[src/rtl/tinyml_pkg.sv]
`default_nettype none
// ============================================================================
//  Package   : tinyml_pkg
//  Purpose   : Widths and state encoding shared by the dot-product sequencer
//              and the 8x8+16 multiply-accumulate datapath.
//  Revision  : 1.0 - initial release
// ============================================================================
package tinyml_pkg;

   localparam int DATA_W = 8;
   localparam int ACC_W  = 16;

   typedef enum logic [1:0] {
      IDLE = 2'd0,
      FEED = 2'd1,
      WAIT = 2'd2,
      DONE = 2'd3
   } dot_state_t;

endpackage : tinyml_pkg
`default_nettype wire

[src/rtl/tinyml_dot_seq.sv]
`default_nettype none
// ============================================================================
//  Module    : tinyml_dot_seq
//  Purpose   : Dot-product sequencer. Streams operand pairs into an external
//              MAC (y = a*b + c), feeds each result back as the next addend
//              and presents the final accumulation on a valid/ready port.
//  Revision  : 1.0 - initial release
// ============================================================================
module tinyml_dot_seq
   import tinyml_pkg::*;
#(
   parameter int LEN_W   = 8,
   parameter int MAC_LAT = 1
) (
   input  logic              clk_i,
   input  logic              reset_i,
   input  logic              start_i,
   input  logic [LEN_W-1:0]  len_i,
   input  logic [ACC_W-1:0]  bias_i,
   input  logic              in_valid_i,
   output logic              in_ready_o,
   input  logic [DATA_W-1:0] in_a_i,
   input  logic [DATA_W-1:0] in_b_i,
   output logic [DATA_W-1:0] mac_a_o,
   output logic [DATA_W-1:0] mac_b_o,
   output logic [ACC_W-1:0]  mac_c_o,
   input  logic [ACC_W-1:0]  mac_y_i,
   output logic              out_valid_o,
   input  logic              out_ready_i,
   output logic [ACC_W-1:0]  out_data_o,
   output logic              busy_o
);

   // Counter must be able to hold MAC_LAT; a zero-latency MAC still needs 1 bit.
   localparam int CNT_W = (MAC_LAT < 1) ? 1 : $clog2(MAC_LAT + 1);

   dot_state_t        state_q;
   logic [ACC_W-1:0]  acc_q;
   logic [LEN_W-1:0]  rem_q;
   logic [CNT_W-1:0]  cnt_q;
   logic [DATA_W-1:0] mac_a_q;
   logic [DATA_W-1:0] mac_b_q;
   logic [ACC_W-1:0]  mac_c_q;
   logic [ACC_W-1:0]  out_data_q;
   logic              in_ready_q;
   logic              out_valid_q;
   logic              busy_q;

   // Remaining count after the element currently in the MAC retires.
   logic [LEN_W-1:0]  rem_d;

   // Decrement of the remaining-element count.
   always_comb begin
      rem_d = rem_q - LEN_W'(1);
   end

   // Sequencer FSM; handshake flags are registered alongside the state so the
   // ports carry no combinational path from any input.
   always_ff @(posedge clk_i or posedge reset_i) begin
      if (reset_i) begin
         state_q     <= IDLE;
         acc_q       <= '0;
         rem_q       <= '0;
         cnt_q       <= '0;
         mac_a_q     <= '0;
         mac_b_q     <= '0;
         mac_c_q     <= '0;
         out_data_q  <= '0;
         in_ready_q  <= 1'b0;
         out_valid_q <= 1'b0;
         busy_q      <= 1'b0;
      end else begin
         case (state_q)
            IDLE: begin
               if (start_i) begin
                  acc_q  <= bias_i;
                  busy_q <= 1'b1;
                  if (len_i != '0) begin
                     rem_q      <= len_i;
                     in_ready_q <= 1'b1;
                     state_q    <= FEED;
                  end else begin
                     // Empty vector: the result is just the bias.
                     out_data_q  <= bias_i;
                     out_valid_q <= 1'b1;
                     state_q     <= DONE;
                  end
               end
            end
            FEED: begin
               if (in_valid_i && in_ready_q) begin
                  mac_a_q    <= in_a_i;
                  mac_b_q    <= in_b_i;
                  mac_c_q    <= acc_q;
                  cnt_q      <= CNT_W'(MAC_LAT);
                  in_ready_q <= 1'b0;
                  state_q    <= WAIT;
               end
            end
            WAIT: begin
               if (cnt_q == '0) begin
                  acc_q <= mac_y_i;
                  rem_q <= rem_d;
                  if (rem_d == '0) begin
                     out_data_q  <= mac_y_i;
                     out_valid_q <= 1'b1;
                     state_q     <= DONE;
                  end else begin
                     in_ready_q <= 1'b1;
                     state_q    <= FEED;
                  end
               end else begin
                  cnt_q <= cnt_q - CNT_W'(1);
               end
            end
            DONE: begin
               if (out_ready_i) begin
                  out_valid_q <= 1'b0;
                  busy_q      <= 1'b0;
                  state_q     <= IDLE;
               end
            end
            default: begin
               in_ready_q  <= 1'b0;
               out_valid_q <= 1'b0;
               busy_q      <= 1'b0;
               state_q     <= IDLE;
            end
         endcase
      end
   end

   assign in_ready_o  = in_ready_q;
   assign out_valid_o = out_valid_q;
   assign busy_o      = busy_q;
   assign mac_a_o     = mac_a_q;
   assign mac_b_o     = mac_b_q;
   assign mac_c_o     = mac_c_q;
   assign out_data_o  = out_data_q;

endmodule : tinyml_dot_seq
`default_nettype wire

[config.mk]
export PLATFORM = sky130hd
export DESIGN_NAME = tinyml_dot_seq
export DESIGN_NICKNAME = d
export VERILOG_FILES = /design/src/rtl/tinyml_pkg.sv /design/src/rtl/tinyml_dot_seq.sv
export SDC_FILE = /design/constraint.sdc
export NUM_CORES = 1
export LEC_CHECK = 0
export ABC_AREA = 1
export CAP_MARGIN = 20
export CORE_AREA = 2 2 108 89
export DETAILED_ROUTE_END_ITERATION = 10
export DIE_AREA = 0 0 110 91
export PLACE_DENSITY = 0.85
export REMOVE_ABC_BUFFERS = 1
export SYNTH_ARGS = -nofsm -noshare
export SYNTH_HDL_FRONTEND = slang
export SYNTH_SLANG_ARGS = --single-unit
[constraint.sdc]
create_clock -name clk_i -period 2.7 [get_ports clk_i]
set_clock_uncertainty 0.1 [all_clocks]
set_input_delay 0.54 -clock clk_i [delete_from_list [all_inputs] [get_ports clk_i]]
set_output_delay 0.54 -clock clk_i [all_outputs]
set_load 0.02 [all_outputs]
==> results of run 1 <==
[layer usage]
layer  global-route usage  vias up  routed length (um)
met5                    0        -                   0
met4               0.0781        0                 247
met3               0.0431       21                 576
met2                0.353      124                4880
met1                0.252     1523                3960
li1                     -     1579                   -
[state kept, by name (all words and copies together), names as in the netlist]
register,flops
acc_q,16
busy_o,1
cnt_q,1
in_ready_o,1
mac_a_o,8
mac_b_o,8
mac_c_o,16
out_data_o,16
out_valid_o,1
rem_q,8
state_q,2
[cells in the final DEF, fill, tap and decap left out, types with 4 or more instances in the layout]
master           count
inv_1               33
nand2_1            134
inv_2                4
clkbuf_8            10
o21ai_1             16
nand3_2              4
clkdlybuf4s50_1    111
nor2_4               5
o21ai_0             31
buf_4                4
nand4_1             18
ha_1                 8
mux2_2              16
dfrtp_1             78
nor2_1              14
nand3_1              7
nand2_2              5
[kinds of logic (layout without fill, tap and decap cells)]
family	after synthesis	count (layout)
multiplexers	16	16
flip-flops	78	78
adder cells (fa/ha/maj)	8	8
AND/OR/NAND/NOR	194	194
AO/OA/AOI/OAI	65	65
buffers and inverters	58	172
[final timing paths]
kind / start / to / slack, ns / cells past startpoint
setup reg to reg: state_q[1] / rem_q[7] / 0.49 / 9
min in group asynchronous: reset_i / mac_a_o[3] / 0.51 / 2
hold reg to reg: out_data_o[4] / out_data_o[4] / 0.38 / 2
setup / recovery: state_q[1] / rem_q[7] / 0.49 / 9
hold / removal: out_data_o[4] / out_data_o[4] / 0.38 / 2
max in group asynchronous: reset_i / out_valid_o / 1.39 / 3
[report_power, final]
group	internal (W)	leakage [nW]	switching, W	total, W
sequential	0.00117	0.954	0	0.00117
clock	0.000375	0.0918	0.000466	0.000841
combinational	0.0000853	1.42	0.0000489	0.000134
total	0.00163	2.46	0.000514	0.00214
[stage by stage]
step                       util  instance area [sq um]
final                     0.584                   5190
after global routing      0.584                   5190
after CTS                 0.584                   5190
after detailed placement  0.563                   5000
after global placement    0.563                   5000
after floorplan               -                   3650
[cell type report]
type	instances	area, sq um	share of cell area
well taps	115	144	0.0277
repair buffers	118	1200	0.231
inverters	38	144	0.0277
multi-input cells	283	1560	0.301
flip-flops and latches	78	1950	0.376
clock inverters	6	52.6	0.0101
clock buffers	10	138	0.0265
[tightest hold or removal path: cells and delay by family (launching register included)]
kind | cells | cell delay (ns)
AND/OR/NAND/NOR | 2 | 0.09
flip-flops | 1 | 0.36
==> run metrics, run 1 <==
worst setup margin=between 0.4 and 0.5 ns; worst hold path class=flop to flop; Arrival @ worst endpoint=roughly 2.4 ns; CP Cell Sequence=inv_1 -> ha_1 -> inv_1 -> nor2_1 -> a21oi_2 -> o21ai_2 -> a21oi_2 -> o21ai_0 -> o22ai_1; Synth area leaders=dfrtp_1 (52%), nand2_1 (13%), mux2_2 (4.8%); Worst slew margin=0.421; violation count after the first detailed-routing iteration=99; CTS tree=done; Data required, critical path=2.87 ns; Static Leak=around 2.5 nW; crit-path max FO=16; multiplexer share of the synthesized area=0.0480; total number of vias=between 3,000 and 4,000; Fin Setup TNS=0 ns; VDD IR max=0.290 mV; status=finished clean; H-tree depth=3; min cycle time layout=about 2.2 ns; count leader, synth=nand2_1; post-synthesis compound-gate area fraction=0.0974; core area=approximately 0.009 sq mm; max incr delay on CP=0.45 ns; Tot Pwr=0.00214 W; Critical Path Slowest Stage Cell=dfrtp_1; Worst-Margin Slew=0.868 ns; dpl hpwl=7.12 mm; Total Wirelength=between 9 and 10 mm; final hold vios=0; Post-CTS Setup Inserts=0; Ant. Diodes=0; Syn. warnings=0; Remaining Overflow, GRT=0; CTS clk-pin slew, worst paths=around 0.090 ns; ys async rst share=1.00; Skew-Pair Late Insertion Delay=~0.34 ns; routability cong.=0.874; average via count per standard cell=approximately 5.0; num ports=between 100 and 150; fraction of layout instances using a drive strength above 1=0.131; Die H=roughly 90 um; Final Max Tran Viols=0; RSZ-0062 raised after global routing=false; Wirelength per Cell=14.9 um; Final ANT Viol Nets=0; WHS=roughly 0.38 ns; crit path launch type=flop; initial core utilization=0.422; fin crit share=0.820; Cells after Synth=around 420; Max Clock Freq=approximately 450 MHz; first-pass GRT wire length=about 16 mm; Mean Syn Cell Area=8.96 sq um; FP Rows=31; total global-route track usage=0.206; synthesized flop and latch total=78; Inserted Clock Buffers=9; CTS sink count=78; top_reg_cell synth=dfrtp_1; initial antenna violation count=0; max-cap viol count=0; Buf/Inv on CP=2; synth cell count leaders=nand2_1 (134), dfrtp_1 (78), inv_1 (34), o21ai_0 (31), nand4_1 (18); leading area contributor after synthesis=dfrtp_1; Fill cells=~800; Area Growth Syn to Fin=38.3%; Seq/Total Area, Yosys=0.520; Yosys cell types=32; XOR/XNOR Fraction of Synth Area=0; Power Dens Cells=413 mW/mm^2; final-stage net count=about 600; Buffers on Ports=~110; post-synth top area share=0.520; Setup CP Type=flop to flop; Synth Area in Simple Gates=0.242; Worst setup EP type=flop; final setup violating endpoints=0; Pre-antenna DRT Iters=5; Post-Synth Adder-Cell Area=0.0267; Place WS=0.345 ns; die area=around 0.01 sq mm; Die Span X=roughly 110 um; Placed Cells=between 600 and 700; Post-Syn Area=0.00375 sq mm; clock root buffer=clkbuf_8; delay-heaviest family, CP=compound AO/OA/AOI/OAI gates; Post-synth EDFFs=0; Post-route DRC=0; clock buffer depth=2; largest net degree at the start of global routing=39; Resize count post-CTS=0; largest family of logic cells by synthesized area=simple AND/OR/NAND/NOR gates; vias in the first global route=about 3,400; Non-Filler Instances=648; Post-CTS Hold Buffers=0
(Power assumes the default switching activity.)
==> inputs of run 2 (changes only) <==
--- a/config.mk
+++ b/config.mk
@@ -7,10 +7,10 @@
 export LEC_CHECK = 0
 export ABC_AREA = 1
 export CAP_MARGIN = 20
-export CORE_AREA = 2 2 108 89
+export CORE_AREA = 2 2 103 85
 export DETAILED_ROUTE_END_ITERATION = 10
-export DIE_AREA = 0 0 110 91
-export PLACE_DENSITY = 0.85
+export DIE_AREA = 0 0 105 87
+export PLACE_DENSITY = 0.88
 export REMOVE_ABC_BUFFERS = 1
 export SYNTH_ARGS = -nofsm -noshare
 export SYNTH_HDL_FRONTEND = slang
==> constraint.sdc (replaced) <==
create_clock -name clk_i -period 2.2 [get_ports clk_i]
set_clock_uncertainty 0.1 [all_clocks]
set_input_delay 0.44 -clock clk_i [delete_from_list [all_inputs] [get_ports clk_i]]
set_output_delay 0.44 -clock clk_i [all_outputs]
set_load 0.02 [all_outputs]
==> run metrics, run 2 (synthesis results as in run 1) <==
commonest non-fill, non-tap cell in the layout=nand2_1; worst setup margin=0.175 ns (-0.310 ns); status=finished clean; FP Rows=30 (-3.2%); total number of vias=3,240 (-0.22%); dpl hpwl=7.10 mm (-0.22%); num ports=112 (unchanged); Static Leak=2.49 nW (+1.3%); Max Clock Freq=494 MHz (+9.4%); sequential power share=0.545 (about the same); CTS sink count=78 (unchanged); average via count per standard cell=4.98 (-0.52%); fin crit share=0.920 (+0.100); Power Dens Cells=500 mW/mm^2 (+21%); Non-Filler Instances=650 (+0.31%); clock buffer depth=2 (unchanged); Skew-Pair Late Insertion Delay=0.34 ns (about the same); H-tree depth=3 (unchanged); final setup violating endpoints=0 (unchanged); Switch Pwr=0.000575 W (+12%); VDD IR max=0.348 mV (+20%); grt met1 use=0.274 (+0.0220); Worst-Margin Slew=0.454 ns (-0.414 ns); met3 usage in global routing=0.0456 (+0.00255); fraction of layout instances using a drive strength above 1=0.139 (+0.00807); total global-route track usage=0.212 (+0.00607); Arrival @ worst endpoint=2.21 ns (-0.17 ns); Clock power frac=0.390 (-0.003); vias in the first global route=3,209 (-5.6%); Post-CTS Setup Inserts=0 (unchanged); final-stage net count=603 (+1.0%); Inserted Clock Buffers=9 (unchanged); initial core utilization=0.459 (+0.0361); DP Area=0.00505 sq mm (+0.93%); Post-route DRC=0 (unchanged); Final Instance Area=0.00526 sq mm (+1.3%); Final Max Tran Viols=0 (unchanged); Area Growth Syn to Fin=40.1%; Worst setup EP type=flop; Ant. Diodes=0 (unchanged); Data required, critical path=2.38 ns (-0.49 ns); min cycle time layout=2.02 ns (-0.190 ns); first-pass GRT wire length=15.3 mm (-4.7%); Total Wirelength=9.47 mm (-2.0%); CTS clk-pin slew, worst paths=0.08 ns (about the same); met2 usage=0.363 (+0.0103); Pre-antenna DRT Iters=4 (-1); Worst slew margin=0.697 (+0.277); Switching Share=0.219 (-0.0216); largest net degree at the start of global routing=50 (+28%); RR Startpoint=state_q[0]; Setup CP Type=flop to flop; Final ANT Viol Nets=0 (unchanged); violation count after the first detailed-routing iteration=191 (+93%); RSZ-0062 raised after global routing=false; combinational share of power=0.065 (+0.002); Tot Pwr=0.00263 W (+23%); clock root buffer=clkbuf_8; CTS tree=done; crit path launch type=flop; max-cap viol count=0 (unchanged); routability cong.=0.822 (-5.9%); Placed Cells=634 (+0.32%); internal power=0.00205 W (+26%); worst hold path class=primary input to asynchronous set/reset pin; core area=0.00818 sq mm (-7.9%); Remaining Overflow, GRT=0 (unchanged); Wirelength per Cell=14.6 um (-2.3%); Place WS=0.151 ns (-0.193 ns); final hold vios=0 (unchanged); die area=0.00914 sq mm (-8.7%); Critical Path Start=state_q[0]; crit-path max FO=48 (+32); most frequent cells in the layout=nand2_1 (134), clkdlybuf4s50_1 (111), dfrtp_1 (78), inv_1 (33), o21ai_0 (31); Die H=87 um (-4.4%); Resize count post-CTS=0 (unchanged); Buffers on Ports=111 (unchanged); initial antenna violation count=0 (unchanged); GRT busiest layer=met2; Die Span X=105 um (-4.5%); Post-CTS Hold Buffers=0 (unchanged)
[run 2: changes by cell type in the layout (fill, tap and decap cells not counted)]
cell and change:
buf_12 +1, buf_4 +3, buf_6 +1, bufinv_16 +1
clkbuf_8 -1, clkinv_2 +2, clkinv_4 +1, inv_6 -3
inv_8 -1, nand3_4 +1
[run 2: stage by stage]
step                TNS, ns   util  hold slack (ns)
global placement          0  0.617            0.358
finish                    0  0.642            0.284
CTS                       0  0.640            0.289
detailed placement        0  0.617            0.362
floorplan            -35.46      -            0.383
global route              0  0.642            0.317
[run 2: worst max-delay path: stages, from the launching register on]
cell	delay [ns]
dfrtp_1	0.42
inv_1	0.14
ha_1	0.29
buf_6	0.25
o21ai_2	0.11
inv_2	0.15
buf_12	0.24
nand4_1	0.14
nand2_1	0.10
[run 2: final timing paths]
kind | end | slack (ns) | cells after the start
min in group clk_i | out_data_o[5] | 0.38 | 2
hold / removal | mac_c_o[0] | 0.28 | 2
hold reg to reg | out_data_o[5] | 0.38 | 2
setup reg to reg | out_data_o[0] | 0.18 | 8
setup / recovery | out_data_o[0] | 0.18 | 8
max in group asynchronous | out_data_o[8] | 1.22 | 3
[run 2: layout make-up]
cell class,count,area (sq um)
inverter,38,144
tap,112,140
clock buffer,9,124
fill,704,2930
clock inverter,6,63.8
multi-input combinational,284,1580
timing repair buffer,123,1250
sequential,78,1950
[run 2: per-layer routing]
layer  up-vias  wire length, um
li1       1598                -
met1      1536             3980
met2        96             4840
met3        10              541
met4         0              119
met5         -                0
[run 2: power groups by stage]
stage	logic, W	registers, W	clock network [W]
floorplan	0.0000395	0.00146	0
global placement	0.000168	0.00146	0
detailed placement	0.000173	0.00146	0
CTS	0.000174	0.00143	0.00106
global route	0.000188	0.00143	0.00110
finish	0.000171	0.00143	0.00103
==> inputs of run 3 (changes only) <==
==> constraint.sdc (replaced) <==
create_clock -name clk_i -period 1.97 [get_ports clk_i]
set_clock_uncertainty 0.1 [all_clocks]
set_input_delay 0.394 -clock clk_i [delete_from_list [all_inputs] [get_ports clk_i]]
set_output_delay 0.394 -clock clk_i [all_outputs]
set_load 0.02 [all_outputs]
==> run metrics, run 3 (synthesis results as in run 1) <==
status=finished clean; crit path launch type=flop; utilization after layout=0.667 (+0.0249); CTS tree=done; worst r2r dst=out_data_o[12]; Worst slew margin=0.746 (+0.0492); dpl hpwl=6.99 mm (-1.5%); Final Max Tran Viols=0 (unchanged); Inserted Clock Buffers=9 (unchanged); CTS sink count=78 (unchanged); Power Dens Cells=562 mW/mm^2 (+12%); Die H=87 um (unchanged); Pre-antenna DRT Iters=5 (+1); Data required, critical path=2.11 ns (-0.27 ns); most frequent cells in the layout=nand2_1 (126), clkdlybuf4s50_1 (111), dfrtp_1 (78), inv_1 (32), o21ai_0 (29); Arrival @ worst endpoint=2.02 ns (-0.19 ns); Buf/Inv on CP=2 (-2); Final ANT Viol Nets=0 (unchanged); CP Cell Sequence=inv_2 -> ha_4 -> nand2_4 -> inv_4 -> nand3_2 -> nand2_2 -> nand2_4 -> nor2_4 -> nand2_4 -> nand2_8 -> nand3_4 -> nand2_2 -> nand2_1; num ports=112 (unchanged); total number of vias=3,366 (+3.9%); final setup violating endpoints=0 (unchanged); initial antenna violation count=0 (unchanged); initial core utilization=0.459 (unchanged); Setup CP Type=flop to flop; final hold vios=0 (unchanged); CTS clk-pin slew, worst paths=0.08 ns (about the same); FP Rows=30 (unchanged); commonest non-fill, non-tap cell in the layout=nand2_1; Worst-Margin Slew=0.380 ns (-0.0733 ns); clock root buffer=clkbuf_8; fraction of layout instances using a drive strength above 1=0.184 (+0.0447); worst hold path class=primary input to asynchronous set/reset pin; Remaining Overflow, GRT=0 (unchanged); min cycle time layout=1.88 ns (-0.143 ns); max incr delay on CP=0.42 ns (about the same); Worst setup EP type=flop; clock buffer depth=2 (unchanged); Skew-Pair Late Insertion Delay=0.35 ns (about the same); Critical Path Slowest Stage Cell=dfrtp_1; Max Clock Freq=532 MHz (+7.6%); average via count per standard cell=5.05 (+1.4%); final-stage net count=619 (+2.7%); Fin Setup TNS=0 ns (unchanged); first-pass GRT wire length=15.6 mm (+2.3%); Static Leak=2.58 nW (+3.5%); Tot Pwr=0.00307 W (+17%); Area Growth Syn to Fin=45.5%; vias in the first global route=3,324 (+3.6%); total global-route track usage=0.216 (+0.00361); crit-path max FO=8 (-83%); delay-heaviest family, CP=simple AND/OR/NAND/NOR gates; routability cong.=0.872 (+6.1%); Most common cell on crit path=nand2_4; fin crit share=0.955 (+0.0346); Post-route DRC=0 (unchanged); H-tree depth=3 (unchanged); largest net degree at the start of global routing=51 (+2.0%); Worst R2R Path Depth=13 (+5); Ant. Diodes=0 (unchanged); violation count after the first detailed-routing iteration=152 (-20%); Buffers on Ports=111 (unchanged); die area=0.00914 sq mm (unchanged); Worst R2R Setup Slack=0.09 ns (-0.09 ns); max-cap viol count=0 (unchanged); VDD IR max=0.339 mV (-2.4%); RR Startpoint=rem_q[0]; Die Span X=105 um (unchanged); Total Wirelength=9.68 mm (+2.1%); Wirelength per Cell=14.5 um (-0.31%); core area=0.00818 sq mm (unchanged)
## run 3: metrics by stage
stage               cell area [sq um]  hold slack, ns  worst slack (ns)  instances
floorplan                        3650           0.383            -0.522        399
global placement                 5110           0.359          -0.00393        641
detailed placement               5110           0.361           -0.0257        641
CTS                              5350           0.302            0.0201        657
global route                     5460           0.306           -0.0456        666
finish                           5460           0.294            0.0887        666
## run 3: layer usage
layer,routed length [um],GRT usage,share of wire
met4,139,0.0570,0.014
met3,536,0.0546,0.055
met5,0,0,0
met2,5030,0.384,0.52
met1,3970,0.265,0.41
## run 3: layout make-up
cell class / instances / area [sq um]
fill: 670 / 2720
sequential: 78 / 1950
multi-input combinational: 284 / 1620
timing repair buffer: 139 / 1390
inverter: 38 / 149
tap: 112 / 140
clock buffer: 9 / 124
clock inverter: 6 / 86.3
## run 3: report_power, final
group / internal, W / switching [W]
registers: 0.00160 / 0
clock network: 0.000706 / 0.000573
logic: 0.000121 / 0.0000700
## run 3: timing repair
item | 4_1_cts | 5_1_grt
endpoints found under the setup margin | 16 | 35
pin swaps | 1 | 6
hold buffers | 0 | 0
gates resized for setup | 3 | 17
cloned | 1 | 0
setup buffers | 0 | 9
## run 3: worst max path at each step
stage / end / cells past startpoint / start / slack, ns
final: out_data_o[12] / 13 / rem_q[0] / 0.09
after global routing: out_data_o[12] / 13 / rem_q[0] / -0.05
after CTS: out_data_o[7] / 13 / rem_q[1] / 0.02
after detailed placement: out_data_o[4] / 13 / rem_q[1] / -0.03
after global placement: rem_q[7] / 8 / len_i[0] / -0.004
after floorplan: acc_q[0] / 1 / reset_i / -0.52
## run 3: worst register-to-register path, delay by kind of cell, from the launching register on
| kind | cells | cell delay, ns |
|---|---|---|
| and+or+nand+nor | 10 | 0.95 |
| adders and majority gates | 1 | 0.14 |
| buffers and inverters | 2 | 0.17 |
| DFF | 1 | 0.42 |
